==> config.mk <==
export PLATFORM = sky130hd
export DESIGN_NAME = pad_attr_cfg_ctrl
export DESIGN_NICKNAME = d
export VERILOG_FILES = /design/src/rtl/pad_attr_cfg_ctrl.sv
export SDC_FILE = /design/constraint.sdc
export NUM_CORES = 1
export LEC_CHECK = 0
export CAP_MARGIN = 15
export CORE_ASPECT_RATIO = 0.5
export CORE_MARGIN = 2
export CORE_UTILIZATION = 45
export CTS_BUF_LIST = sky130_fd_sc_hd__clkbuf_4 sky130_fd_sc_hd__clkbuf_8
export DETAILED_ROUTE_END_ITERATION = 16
export DONT_BUFFER_PORTS = 1
export PLACE_DENSITY = 0.58
export SLEW_MARGIN = 20
export SYNTH_ARGS = -nofsm -noshare
export SYNTH_HDL_FRONTEND = slang
export SYNTH_SLANG_ARGS = --single-unit
==> constraint.sdc <==
create_clock -name clk_i -period 1.65 [get_ports clk_i]
set_clock_uncertainty 0.1 [all_clocks]
set_input_delay 0.165 -clock clk_i [delete_from_list [all_inputs] [get_ports clk_i]]
set_output_delay 0.165 -clock clk_i [all_outputs]
set_load 0.01 [all_outputs]
==> src/rtl/pad_attr_cfg_ctrl.sv <==
// Pad attribute register owner: walks all pads to a default after reset, then
// serves sw/dbg write requests with round-robin arbitration. Values are
// masked to the attribute bits the pad type supports.
module pad_attr_cfg_ctrl #(
  parameter int unsigned NumPads = 8,
  parameter int unsigned AttrW = 4,
  // Derived from NumPads; leave at its default.
  parameter int unsigned IdxW = $clog2(NumPads),
  parameter logic [AttrW-1:0] DefaultAttr = '0,
  parameter logic [AttrW-1:0] SupportedMask = '1
) (
  input  logic                     clk_i,
  input  logic                     rst_ni,
  input  logic                     sw_req_i,
  input  logic [IdxW-1:0]          sw_idx_i,
  input  logic [AttrW-1:0]         sw_attr_i,
  output logic                     sw_gnt_o,
  input  logic                     dbg_req_i,
  input  logic [IdxW-1:0]          dbg_idx_i,
  input  logic [AttrW-1:0]         dbg_attr_i,
  output logic                     dbg_gnt_o,
  output logic [NumPads*AttrW-1:0] attr_o,
  output logic                     init_done_o,
  output logic                     busy_o,
  output logic                     upd_o,
  output logic [IdxW-1:0]          upd_idx_o,
  output logic                     err_o
);

  typedef enum logic [1:0] {
    StInit  = 2'd0,
    StIdle  = 2'd1,
    StApply = 2'd2
  } state_e;

  localparam logic [IdxW:0]   NumPadsW = (IdxW+1)'(NumPads);
  localparam logic [IdxW-1:0] LastPad  = IdxW'(NumPads - 1);

  state_e             state_q, state_d;
  logic [IdxW-1:0]    cnt_q, cnt_d;
  logic               rr_q, rr_d;          // 0: sw has priority, 1: dbg
  logic [IdxW-1:0]    lidx_q, lidx_d;
  logic [AttrW-1:0]   lattr_q, lattr_d;
  logic [AttrW-1:0]   attr_q [NumPads];
  logic [AttrW-1:0]   attr_d [NumPads];
  logic               sw_gnt_q, sw_gnt_d;
  logic               dbg_gnt_q, dbg_gnt_d;
  logic               upd_q, upd_d;
  logic [IdxW-1:0]    upd_idx_q, upd_idx_d;
  logic               err_q, err_d;
  logic               init_done_q, init_done_d;
  logic               busy_q, busy_d;
  logic               pick_dbg;
  logic [IdxW-1:0]    sel_idx;
  logic [AttrW-1:0]   sel_attr;

  // Next-state, arbitration and attribute update logic.
  always_comb begin
    state_d     = state_q;
    cnt_d       = cnt_q;
    rr_d        = rr_q;
    lidx_d      = lidx_q;
    lattr_d     = lattr_q;
    attr_d      = attr_q;
    sw_gnt_d    = 1'b0;
    dbg_gnt_d   = 1'b0;
    upd_d       = 1'b0;
    upd_idx_d   = upd_idx_q;
    err_d       = 1'b0;
    init_done_d = init_done_q;
    busy_d      = busy_q;
    pick_dbg    = dbg_req_i && (!sw_req_i || rr_q);
    sel_idx     = pick_dbg ? dbg_idx_i : sw_idx_i;
    sel_attr    = pick_dbg ? dbg_attr_i : sw_attr_i;

    unique case (state_q)
      StInit: begin
        attr_d[cnt_q] = DefaultAttr & SupportedMask;
        cnt_d         = cnt_q + IdxW'(1);
        busy_d        = 1'b1;
        if (cnt_q == LastPad) begin
          state_d     = StIdle;
          cnt_d       = '0;
          init_done_d = 1'b1;
          busy_d      = 1'b0;
        end
      end
      StIdle: begin
        busy_d = 1'b0;
        if (sw_req_i || dbg_req_i) begin
          lidx_d    = sel_idx;
          lattr_d   = sel_attr;
          rr_d      = !pick_dbg;
          sw_gnt_d  = !pick_dbg;
          dbg_gnt_d = pick_dbg;
          if ({1'b0, sel_idx} < NumPadsW) begin
            upd_d     = 1'b1;
            upd_idx_d = sel_idx;
          end else begin
            err_d = 1'b1;
          end
          busy_d  = 1'b1;
          state_d = StApply;
        end
      end
      StApply: begin
        if ({1'b0, lidx_q} < NumPadsW) begin
          attr_d[lidx_q] = lattr_q & SupportedMask;
        end
        busy_d  = 1'b0;
        state_d = StIdle;
      end
      default: begin
        state_d = StInit;
        cnt_d   = '0;
        busy_d  = 1'b1;
      end
    endcase
  end

  // State and output registers.
  always_ff @(posedge clk_i or negedge rst_ni) begin
    if (!rst_ni) begin
      state_q     <= StInit;
      cnt_q       <= '0;
      rr_q        <= 1'b0;
      lidx_q      <= '0;
      lattr_q     <= '0;
      attr_q      <= '{default: '0};
      sw_gnt_q    <= 1'b0;
      dbg_gnt_q   <= 1'b0;
      upd_q       <= 1'b0;
      upd_idx_q   <= '0;
      err_q       <= 1'b0;
      init_done_q <= 1'b0;
      busy_q      <= 1'b1;
    end else begin
      state_q     <= state_d;
      cnt_q       <= cnt_d;
      rr_q        <= rr_d;
      lidx_q      <= lidx_d;
      lattr_q     <= lattr_d;
      attr_q      <= attr_d;
      sw_gnt_q    <= sw_gnt_d;
      dbg_gnt_q   <= dbg_gnt_d;
      upd_q       <= upd_d;
      upd_idx_q   <= upd_idx_d;
      err_q       <= err_d;
      init_done_q <= init_done_d;
      busy_q      <= busy_d;
    end
  end

  // Flatten the attribute array onto the output bus.
  for (genvar k = 0; k < NumPads; k++) begin : g_attr_out
    assign attr_o[k*AttrW +: AttrW] = attr_q[k];
  end

  assign sw_gnt_o    = sw_gnt_q;
  assign dbg_gnt_o   = dbg_gnt_q;
  assign upd_o       = upd_q;
  assign upd_idx_o   = upd_idx_q;
  assign err_o       = err_q;
  assign init_done_o = init_done_q;
  assign busy_o      = busy_q;

endmodule

### Word level (Yosys, flattened, before mapping)

Cells that the tools add are included.
W data, S select, Z words.

* bits in registers: 50
* output and inout port bits: 41

* add/subtract/negate cells: 1
* magnitude comparators: 4
* equality and inequality tests: 5
* mux-type cells: 21
* bitwise logic cells: 4
* reductions and logical operators: 13

Operator list (number)
* $pmux W32 S2: 1
* $and A32 B32 Y32: 1
* $bwmux W32: 1
* $not A32 Y32: 1
* $demux W4 S3: 2
* $mux W4: 3
* $ge A4 B4 Y1 const B: 2
* $lt A4 B1 Y1 const B: 2
* $not A3 Y4: 2
* $mux W1: 7
* $mux W3: 2
* $pmux W2 S3: 1
* $pmux W3 S2: 1
* $reduce_and A2 Y1: 3
* $mux W2: 2
* $ne A2 B2 Y1 const B: 2
* $add A3 B1 Y3 const B: 1
* $eq A3 B3 Y1 const B: 1
* $logic_and A1 B1 Y1: 3
* $pmux W1 S3: 1
* $eq A2 B1 Y1 const B: 1
* $eq A2 B2 Y1 const B: 1
* $logic_not A1 Y1: 2
* $logic_not A2 Y1: 1
* other kinds (3): 4

### Depth between registers and ports, before layout

Gate-level depths: netlist of the first run.

* depth after elaboration: 8
* mapped depth: 7
* depth with buffers taken out: 5

### Least setup slack after synthesis of the first run

Ideal clock, no wire load.

* path type: register -> register
* start point: reg state_q[0]
* end point: reg attr_q, in the netlist attr_o[24]
* arrival time: 1431 ps
* required time: 1429 ps
* slack: -2 ps
* cell stages (with the launch flop): 7
* path buffers: 1
* period minus slack after synthesis: 1652 ps
* path through: dfrtp_1 > inv_1 > ha_1 > buf_6 > and4b_4 > o22ai_2 > a22o_1

* cells in the longest elaborated chain, start to end: 2

Ends and longest elaborated chain
* start: declaration: line 39 `state_e state_q, state_d;`
* start signal: assignment: line 124 `state_q <= StInit;`
* start signal: assignment: line 138 `state_q <= state_d;`
* $eq A2 B2 Y1 or $logic_not A2 Y1 (tied branches): line 76 `unique case (state_q)`
* $pmux W32 S2 or $reduce_bool A2 Y1 (tied branches)
* end signal: assignment: line 143 `attr_q <= attr_d;`
* end: declaration: line 44 `logic [AttrW-1:0] attr_q [NumPads];`

Parallel ways exist; a longest one is shown, timed or not.
A chain may end at the register's enable or synchronous reset.

### Worst setup path after layout of the first run

* start point: reg state_q[1]
* end point: reg attr_q, in the netlist attr_o[22]

The elaborated chain is that of the path after synthesis.

==> results of run 1 <==
-- Yosys cell counts --
master     n  area share [%]
dfrtp_1   49              55
a22o_1    28              11
nor2_1    10             1.7
o21ai_0    9             2.0
a31oi_1    7             2.0
ha_1       7             3.9
nand3_1    7             1.6
nor3b_1    5             1.7
o22ai_2    5             2.8
a22o_2     4             1.8
clkbuf_1   4            0.67
nand2_1    4            0.67
and3b_1    3             1.2
and4bb_2   3             1.7
buf_1      3            0.51
buf_2      3            0.67
inv_1      3            0.51
nor2b_1    3            0.84
o22ai_1    3            0.84
a21o_1     2            0.67
and3_1     2            0.56
a21boi_0   1            0.34
and4_2     1            0.45
and4b_1    1            0.45
and4b_2    1            0.51
and4b_4    1            0.62
buf_4      1            0.34
buf_6      1            0.51
conb_1     1            0.17
dfstp_2    1             1.2
mux2_2     1            0.51
nand2b_1   1            0.28
nor3_1     1            0.22
nor4b_4    1             1.1
o21a_1     1            0.34
o32a_1     1            0.45
or3_1      1            0.28
-- state kept, by name, indices dropped and copies added, names as in the netlist --
name / flops
cnt_q: 3
busy_o: 1
lattr_q: 4
attr_o: 32
upd_o: 1
init_done_o: 1
state_q: 2
dbg_gnt_o: 1
upd_idx_o: 3
sw_gnt_o: 1
rr_q: 1
-- logic make-up after synthesis --
logic type | synth area share, %
AO/OA/AOI/OAI | 22.23
flip-flops | 56.20
AND/OR/NAND/NOR | 13.76
buffers and inverters | 3.200
adder cells (fa/ha/maj) | 3.930
multiplexers | 0.5053
other | 0.1683
-- layer usage --
layer | vias to the layer above | track usage, %
met3 | 4 | 6.416
met4 | 0 | 4.279
met5 | - | 0
met2 | 55 | 32.12
li1 | 774 | -
met1 | 901 | 27.70
-- power by group --
| part | switching (mW) | leakage [nW] | internal, mW |
|---|---|---|---|
| combinational | 0.939 | 0.695 | 1.17 |
| sequential | 0.736 | 0.641 | 1.72 |
| clock | 0.423 | 0.0618 | 0.499 |
| total | 2.10 | 1.40 | 3.39 |
-- through the flow --
step	setup TNS [ns]	std cells	utilization, %
floorplan	0	180	-
finish	0	297	60.10
global route	-0.2018	297	60.10
CTS	-0.1593	295	58.37
global placement	-7.461	262	50.36
detailed placement	-8.482	262	50.36
-- worst min-delay path, stage by stage --
cell     delay [ns]
nor3b_4        0.03
nor2_2         0.13
mux2_4         0.17
-- worst max-delay path by stage --
stage,startpoint,cells after the start,endpoint,slack (ns)
after global routing,state_q[1]$_DFFE_PN0P_,6,attr_o[22]$_DFFE_PN0P_,-0.05
after CTS,state_q[0]$_DFFE_PN0P_,7,attr_o[23]$_DFFE_PN0P_,-0.04
after floorplan,state_q[0]$_DFFE_PN0P_,6,attr_o[24]$_DFFE_PN0P_,0.04
after global placement,state_q[1]$_DFFE_PN0P_,6,attr_o[9]$_DFFE_PN0P_,-0.30
final,state_q[1]$_DFFE_PN0P_,6,attr_o[22]$_DFFE_PN0P_,0.001
after detailed placement,state_q[1]$_DFFE_PN0P_,6,attr_o[11]$_DFFE_PN0P_,-0.32
-- timing repair --
| action | CTS | global route |
|---|---|---|
| endpoints found under the setup margin | 42 | 30 |
| cloned | 1 | 0 |
| buffers inserted | 7 | 3 |
| hold buffers | 17 | 0 |
| hold endpoints to repair | 60 | 0 |
| resized for setup | 7 | 15 |
| pin swaps | 1 | 2 |
-- cells in the final DEF (no fill, tap or decap), types with 2 or more instances in the layout --
cell type,n
nor2_1,9
dlygate4sd3_1,16
ha_1,4
nor3b_1,4
dfrtp_1,48
buf_4,29
ha_4,2
a21o_1,2
nand3_1,7
o22ai_2,6
inv_2,2
a22o_1,28
and3_1,2
buf_6,4
o21ai_0,9
a22o_2,4
clkbuf_8,6
a31oi_1,7
and4bb_2,3
and3b_1,3
nand2_1,4
-- cell type report --
type | count | area, um2 | share of cell area, %
well taps | 70 | 87.58 | 3.009
clock buffers | 6 | 82.58 | 2.837
inverters | 3 | 11.26 | 0.3869
flip-flops and latches | 50 | 1254 | 43.08
multi-input cells | 115 | 980.9 | 33.71
repair buffers | 51 | 455.4 | 15.65
clock inverters | 2 | 38.79 | 1.333
==> flow_summary.toml, run 1 <==
[setup_path]
end_kind = "flop"
r2r_cells = 6
worst_ep_required_time_ns = 1.76
cp.arrival_ns = 1.76
cp_top_family = "flip-flops"
r2r_end = "attr_o[22]$_DFFE_PN0P_"
crit_slowest_cell = "dfrtp_2"
cpPeakStageDelay_ns = 0.45
crit_chain = "ha_4 -> buf_6 -> buf_6 -> and4b_2 -> buf_6 -> a22o_1"
r2r_start = "state_q[1]$_DFFE_PN0P_"
crit_path_frequent_cell = "buf_6"
worstSetupPathType = "reg2reg"
start_kind = "flop"
rrSetupSlack_ns = 0.001
crit_buf_inv = 3
crit_path_max_fanout = 6

[layout]
area_growth_pct = 30.60
nets = 251
num-fill-cells = 369
drive_above_1_share_pct = 32.60
antenna_cells = 0
fin_area_mm2 = 0.002910

[timing]
fin_hold_ws_ns = 0.1192
max_freq_mhz = 606.6
finalHoldViolations = 0
fin_crit_sh_pct = 99.91
finalMaxSlewViolations = 0
timing.final.ws_setup_ns = 0.001452
min_period_ns = 1.649
rsz0062_at_grt = "true"
setup_viol = 0

[drt]
drt_iter0_drc = 105
met3_length_um = 331
drc_errors = 0
wl_met2_um = 2533
dr.pass1.iters = 4
highest_layer = "met4"
via_per_inst = 5.838
wl_met1_um = 2745
vias = 1734
finalWirelength_um = 5634
post_drt_wl_per_cell_um = 18.97
route.antenna.remaining_nets = 0

[place]
dpl_cell_area_mm2 = 0.002439
place_ws_ns = -0.3240
post-dp-hpwl_um = 3431
io_buffers = 0
gp_congestion = 0.7090

[outcome]
outcome = "finished clean"

[hold_path]
holdPathStages = 3
hold-path-endpoint = "state_q[1]$_DFFE_PN0P_"
hold_path_class = "in2reg"
hp-start = "sw_req_i"

[clocking]
ctsLongestPathBuffers = 2
cts.sinks = 50
cts_made_buffers = 5
cts_tree = "built"
h-tree-depth = 2
clk_pin_slew_worst_paths_ns = 0.10
root_buffer = "clkbuf_8"
clk_latency_ns = 0.30

[global_route]
antenna_found_initial = 0
grt_pass1_wl_um = 8611
grt_usage_pct = 20.18
grt_pass1_vias = 1588
grt_max_degree = 51
grt_overflow_total = 0

[pwr]
powerDensity_mw_per_mm2 = 1885
total_power_mw = 5.486
peakVddDrop_uv = 767.2
power_leakage_nw = 1.397

[logic_synthesis]
syn_nets = 205
yosys_warnings = 0
ys_ff_latch = 50
syn_area_mm2 = 0.002228
seq_area_frac_synth_pct = 56.20
synth_area_per_cell_um2 = 12.38
netlist_instances = 180
synth.distinct_cells = 37

[die]
start_util_pct = 46.02
std_cell_rows = 18
core_area_mm2 = 0.004842
die_area_mm2 = 0.005565
die_w_um = 103.5
io-pin-count = 59
die_h_um = 53.76

[run]
drv_cap = 0
Power figures use the tool's default switching activity.
==> run 2: changes to the inputs <==
Settings changed: CORE_MARGIN 2 to 3, CORE_UTILIZATION 45 to 54, PLACE_DENSITY 0.58 to 0.68.
==> run 2 against run 1 <==
Die area down 11%; register-to-register slack about the same; core utilization up 17 points; non-clock buffer count down 7; critical path type unchanged.
==> flow_summary.toml, run 2 (synthesis gave the netlist of run 1 again) <==
[die]
die_h_um = 51.43
core_area_mm2 = 0.003697
io-pin-count = 59
die_area_mm2 = 0.004980
die_w_um = 96.85
start_util_pct = 60.27
std_cell_rows = 15

[layout]
nets = 244
largest_reg_flops = 32
area_growth_pct = 27.18
antenna_cells = 0
drive_above_1_share_pct = 30.45
layout_commonest_cell = "dfrtp_1"
num-fill-cells = 233
final_util_pct = 76.65
final_cell_mix = "dfrtp_1, a22o_1, buf_4"

[drt]
via_per_inst = 6.125
post_drt_wl_per_cell_um = 20.36
drt_iter0_drc = 94
drc_errors = 0
route.antenna.remaining_nets = 0
vias = 1660
dr.pass1.iters = 4
finalWirelength_um = 5517

[timing]
setup_viol = 0
fin_hold_ws_ns = 0.1020
fin_crit_sh_pct = 99.77
finalMaxSlewViolations = 0
min_period_ns = 1.646
finalHoldViolations = 0
max_freq_mhz = 607.4
timing.final.ws_setup_ns = 0.003715
rsz0062_at_grt = "true"

[clocking]
ctsLongestPathBuffers = 2
clk_latency_ns = 0.29
root_buffer = "clkbuf_8"
clk_pin_slew_worst_paths_ns = 0.09
cts.sinks = 50
cts_tree = "built"
h-tree-depth = 2
cts_made_buffers = 5

[setup_path]
crit_chain = "buf_6 -> ha_4 -> buf_6 -> and4b_2 -> buf_6 -> a22o_1"
crit_path_max_fanout = 7
cp.arrival_ns = 1.74
r2r_start = "state_q[1]$_DFFE_PN0P_"
crit_path_frequent_cell = "buf_6"
startpoint = "state_q[1]$_DFFE_PN0P_"
end_kind = "flop"
worst_ep_required_time_ns = 1.74
crit_buf_inv = 3
worstSetupPathType = "reg2reg"
cpPeakStageDelay_ns = 0.41
start_kind = "flop"
crit_slowest_cell = "dfrtp_1"
cp_top_family = "flip-flops"

[global_route]
grt_max_degree = 51
grt_overflow_total = 0
antenna_found_initial = 0
grt_pass1_vias = 1614
grt_pass1_wl_um = 8673
grt_usage_pct = 22.36

[place]
post-dp-hpwl_um = 3459
io_buffers = 0
gp_congestion = 0.7215
place_ws_ns = -0.02955

[pwr]
p_sw_share_pct = 38.45
power_frac_seq_pct = 46.3
peakVddDrop_uv = 1120
p_int_mw = 3.307
power_leakage_nw = 1.369
clkPwrFrac_pct = 16.4
powerDensity_mw_per_mm2 = 1896
p_switching_mw = 2.066
pwr-share-comb_pct = 37.3

[run]
drv_cap = 0

[hold_path]
hold_path_class = "in2reg"
hp-start = "sw_req_i"

[outcome]
outcome = "finished clean"
==> run 2: cell types whose count changed in the layout (fill, tap and decap cells not counted), sizes merged <==
cell / previous run / this run
buf: 35 / 28
clkbuf: 6 / 7
inv: 4 / 3
==> run 2: stage by stage <==
step / power [mW] / cell area, um2 / TNS [ns] / cells
after floorplan: 3.475 / 2231 / 0 / 180
after global placement: 4.031 / 2400 / -0.01320 / 241
after detailed placement: 4.086 / 2400 / -0.1524 / 241
after CTS: 5.093 / 2729 / -0.08495 / 267
after global routing: 5.710 / 2834 / -0.1461 / 271
final: 5.373 / 2834 / 0 / 271
==> run 2: area by class of cell <==
type	instances	area [um2]	area share, %
clock buffer	7	83.83	2.958
clock inverter	1	30.03	1.060
inverter	3	11.26	0.3974
multi-input combinational	115	983.4	34.70
sequential	50	1252	44.19
tap	51	63.81	2.252
timing repair buffer	44	409.1	14.44
==> run 2: path summary, 6_finish.rpt <==
check | end | slack [ns] | cells past startpoint
setup / recovery | attr_o[21]$_DFFE_PN0P_ | 0.004 | 6
hold / removal | state_q[0]$_DFFE_PN0P_ | 0.10 | 2
setup reg to reg | attr_o[21]$_DFFE_PN0P_ | 0.004 | 6
hold reg to reg | rr_q$_DFFE_PN0P_ | 0.43 | 2
max in group asynchronous | busy_o$_DFF_PN1_ | 0.89 | 2
min in group asynchronous | attr_o[31]$_DFFE_PN0P_ | 0.27 | 2
==> run 2: routing by layer <==
metal | track usage (%) | up-vias | part of all wire (%)
met1 | 33.01 | 836 | 49
met4 | 2.797 | 0 | 0.073
li1 | - | 762 | -
met3 | 7.221 | 2 | 7.4
met5 | 0 | - | 0
met2 | 33.11 | 60 | 44
==> run 2: timing repair <==
action,4_1_cts,5_1_grt
endpoints found under the hold margin,59,0
pin swaps,1,5
hold buffers,17,0
gates resized for setup,4,23
setup buffers,1,5
setup endpoints to repair,22,33
==> run 2: power by group through the flow <==
stage	Clock, mW	Sequential, mW	Combinational (mW)
after floorplan	0	2.22	1.25
after global placement	0	2.48	1.55
after detailed placement	0	2.50	1.59
after CTS	0.884	2.47	1.74
after global routing	0.967	2.55	2.19
final	0.882	2.49	2.01
==> run 3: changes to the inputs <==
Settings changed: CTS_BUF_LIST sky130_fd_sc_hd__clkbuf_4 sky130_fd_sc_hd__clkbuf_8 to not set.
==> run 3 against run 2 <==
Core utilization rose by 0.24 points; sequential share of layout area fell by 0.14 points; hold slack got worse by 0.044 ns; largest cell class unchanged.
==> flow_summary.toml, run 3 (synthesis gave the netlist of run 1 again) <==
[pwr]
power_leakage_nw = 1.365
peakVddDrop_uv = 1126
powerDensity_mw_per_mm2 = 1890

[hold_path]
hold_path_class = "in2reg"

[die]
die_h_um = 51.43
io-pin-count = 59
std_cell_rows = 15
core_area_mm2 = 0.003697
die_area_mm2 = 0.004980
start_util_pct = 60.27
die_w_um = 96.85

[layout]
final_cell_mix = "dfrtp_1, a22o_1, buf_4"
final_util_pct = 76.89
nets = 244
area_growth_pct = 27.57
layout_commonest_cell = "dfrtp_1"
drive_above_1_share_pct = 29.55
antenna_cells = 0
largest_reg_flops = 32

[clocking]
clk_pin_slew_worst_paths_ns = 0.09
h-tree-depth = 2
root_buffer = "clkbuf_8"
clk_latency_ns = 0.29
cts.sinks = 50
ctsLongestPathBuffers = 2
cts_made_buffers = 5
cts_tree = "built"

[timing]
setup_viol = 0
fin_crit_sh_pct = 99.69
timing.final.ws_setup_ns = 0.005155
fin_setup_tns_ns = 0
min_period_ns = 1.645
finalMaxSlewViolations = 0
finalHoldViolations = 0
rsz0062_at_grt = "true"
max_freq_mhz = 608.0

[global_route]
grt_usage_pct = 22.33
grt_pass1_wl_um = 8700
antenna_found_initial = 0
grt_max_degree = 51
grt_overflow_total = 0
grt_pass1_vias = 1625

[setup_path]
worstSetupPathType = "reg2reg"
r2r_start = "state_q[1]$_DFFE_PN0P_"
cp.arrival_ns = 1.74
crit_chain = "buf_6 -> ha_4 -> buf_6 -> and4b_2 -> buf_6 -> a22o_1"
rrSetupSlack_ns = 0.005
end_kind = "flop"
r2r_end = "attr_o[21]$_DFFE_PN0P_"
r2r_cells = 6
start_kind = "flop"
crit_path_max_fanout = 7
crit_slowest_cell = "dfrtp_1"
worst_ep_required_time_ns = 1.74
worstSetupEndpoint = "attr_o[21]$_DFFE_PN0P_"
startpoint = "state_q[1]$_DFFE_PN0P_"
cpPeakStageDelay_ns = 0.41
crit_path_frequent_cell = "buf_6"

[drt]
drt_iter0_drc = 98
via_per_inst = 6.148
finalWirelength_um = 5529
post_drt_wl_per_cell_um = 20.40
dr.pass1.iters = 4
route.antenna.remaining_nets = 0
drc_errors = 0
vias = 1666

[place]
post-dp-hpwl_um = 3459
gp_congestion = 0.7215
place_ws_ns = -0.02955
io_buffers = 0

[run]
drv_cap = 0

[outcome]
outcome = "finished clean"
-- run 3: cell types whose count changed in the layout (fill, tap and decap cells not counted) --
| cell | previous run | this run |
|---|---|---|
| o21a_4 | 0 | 1 |
| clkbuf_1 | 0 | 2 |
| ha_2 | 1 | 0 |
| clkbuf_4 | 2 | 0 |
| o21a_2 | 1 | 0 |
| ha_4 | 2 | 3 |
-- run 3: worst min-delay path by stage --
| stage | slack (ns) | end | start | cells past startpoint |
|---|---|---|---|---|
| 2_1_floorplan | -0.23 | attr_o[0]$_DFFE_PN0P_ | rst_ni | 0 |
| 4_1_cts | 0.12 | state_q[0]$_DFFE_PN0P_ | dbg_req_i | 2 |
| 3_3_place_gp | -0.23 | attr_o[20]$_DFFE_PN0P_ | rst_ni | 0 |
| 3_5_place_dp | -0.23 | attr_o[20]$_DFFE_PN0P_ | rst_ni | 0 |
| 6_report | 0.06 | upd_o$_DFF_PN0_ | dbg_req_i | 1 |
| 5_1_grt | 0.06 | upd_o$_DFF_PN0_ | dbg_req_i | 1 |
-- run 3: power by group --
group          switching (mW)  total, mW  internal (mW)
Sequential              0.762       2.48           1.72
Combinational           0.921       2.04           1.12
Clock                   0.397      0.851          0.454
-- run 3: final cells by class --
class	instances	area (um2)
Timing Repair Buffer	44	409.1
Fill cell	233	854.6
Clock buffer	7	76.32
Tap cell	51	63.81
Multi-Input combinational cell	115	999.7
Clock inverter	1	30.03
Inverter	3	11.26
Sequential cell	50	1252
-- run 3: layer usage --
layer	up-vias	routed length [um]	track usage, %
met2	67	2489	32.99
met5	-	0	0
met3	2	472	7.221
met4	0	4	2.797
li1	759	-	-
met1	838	2563	33.01
-- run 3: timing repair --
item,4_1_cts,5_1_grt
setup buffers,1,5
gates resized for setup,4,25
hold endpoints to repair,59,0
pin swaps,1,6
setup endpoints to repair,22,34
hold buffers,17,0
-- run 3: stage by stage --
step	instances	instance area [um2]	hold WS, ns	power, mW
floorplan	180	2231	-0.2306	3.475
global placement	241	2400	-0.2295	4.031
detailed placement	241	2400	-0.2295	4.086
CTS	267	2721	0.1219	5.061
global route	271	2843	0.05934	5.712
finish	271	2843	0.05777	5.372
-- run 3: critical path: cells and delay by family, from the launching register on --
| family | cells | cell delay, ns |
|---|---|---|
| compound gates | 1 | 0.23 |
| fa+ha+maj | 1 | 0.18 |
| buf+inv | 3 | 0.39 |
| simple gates | 1 | 0.24 |
| flops | 1 | 0.41 |
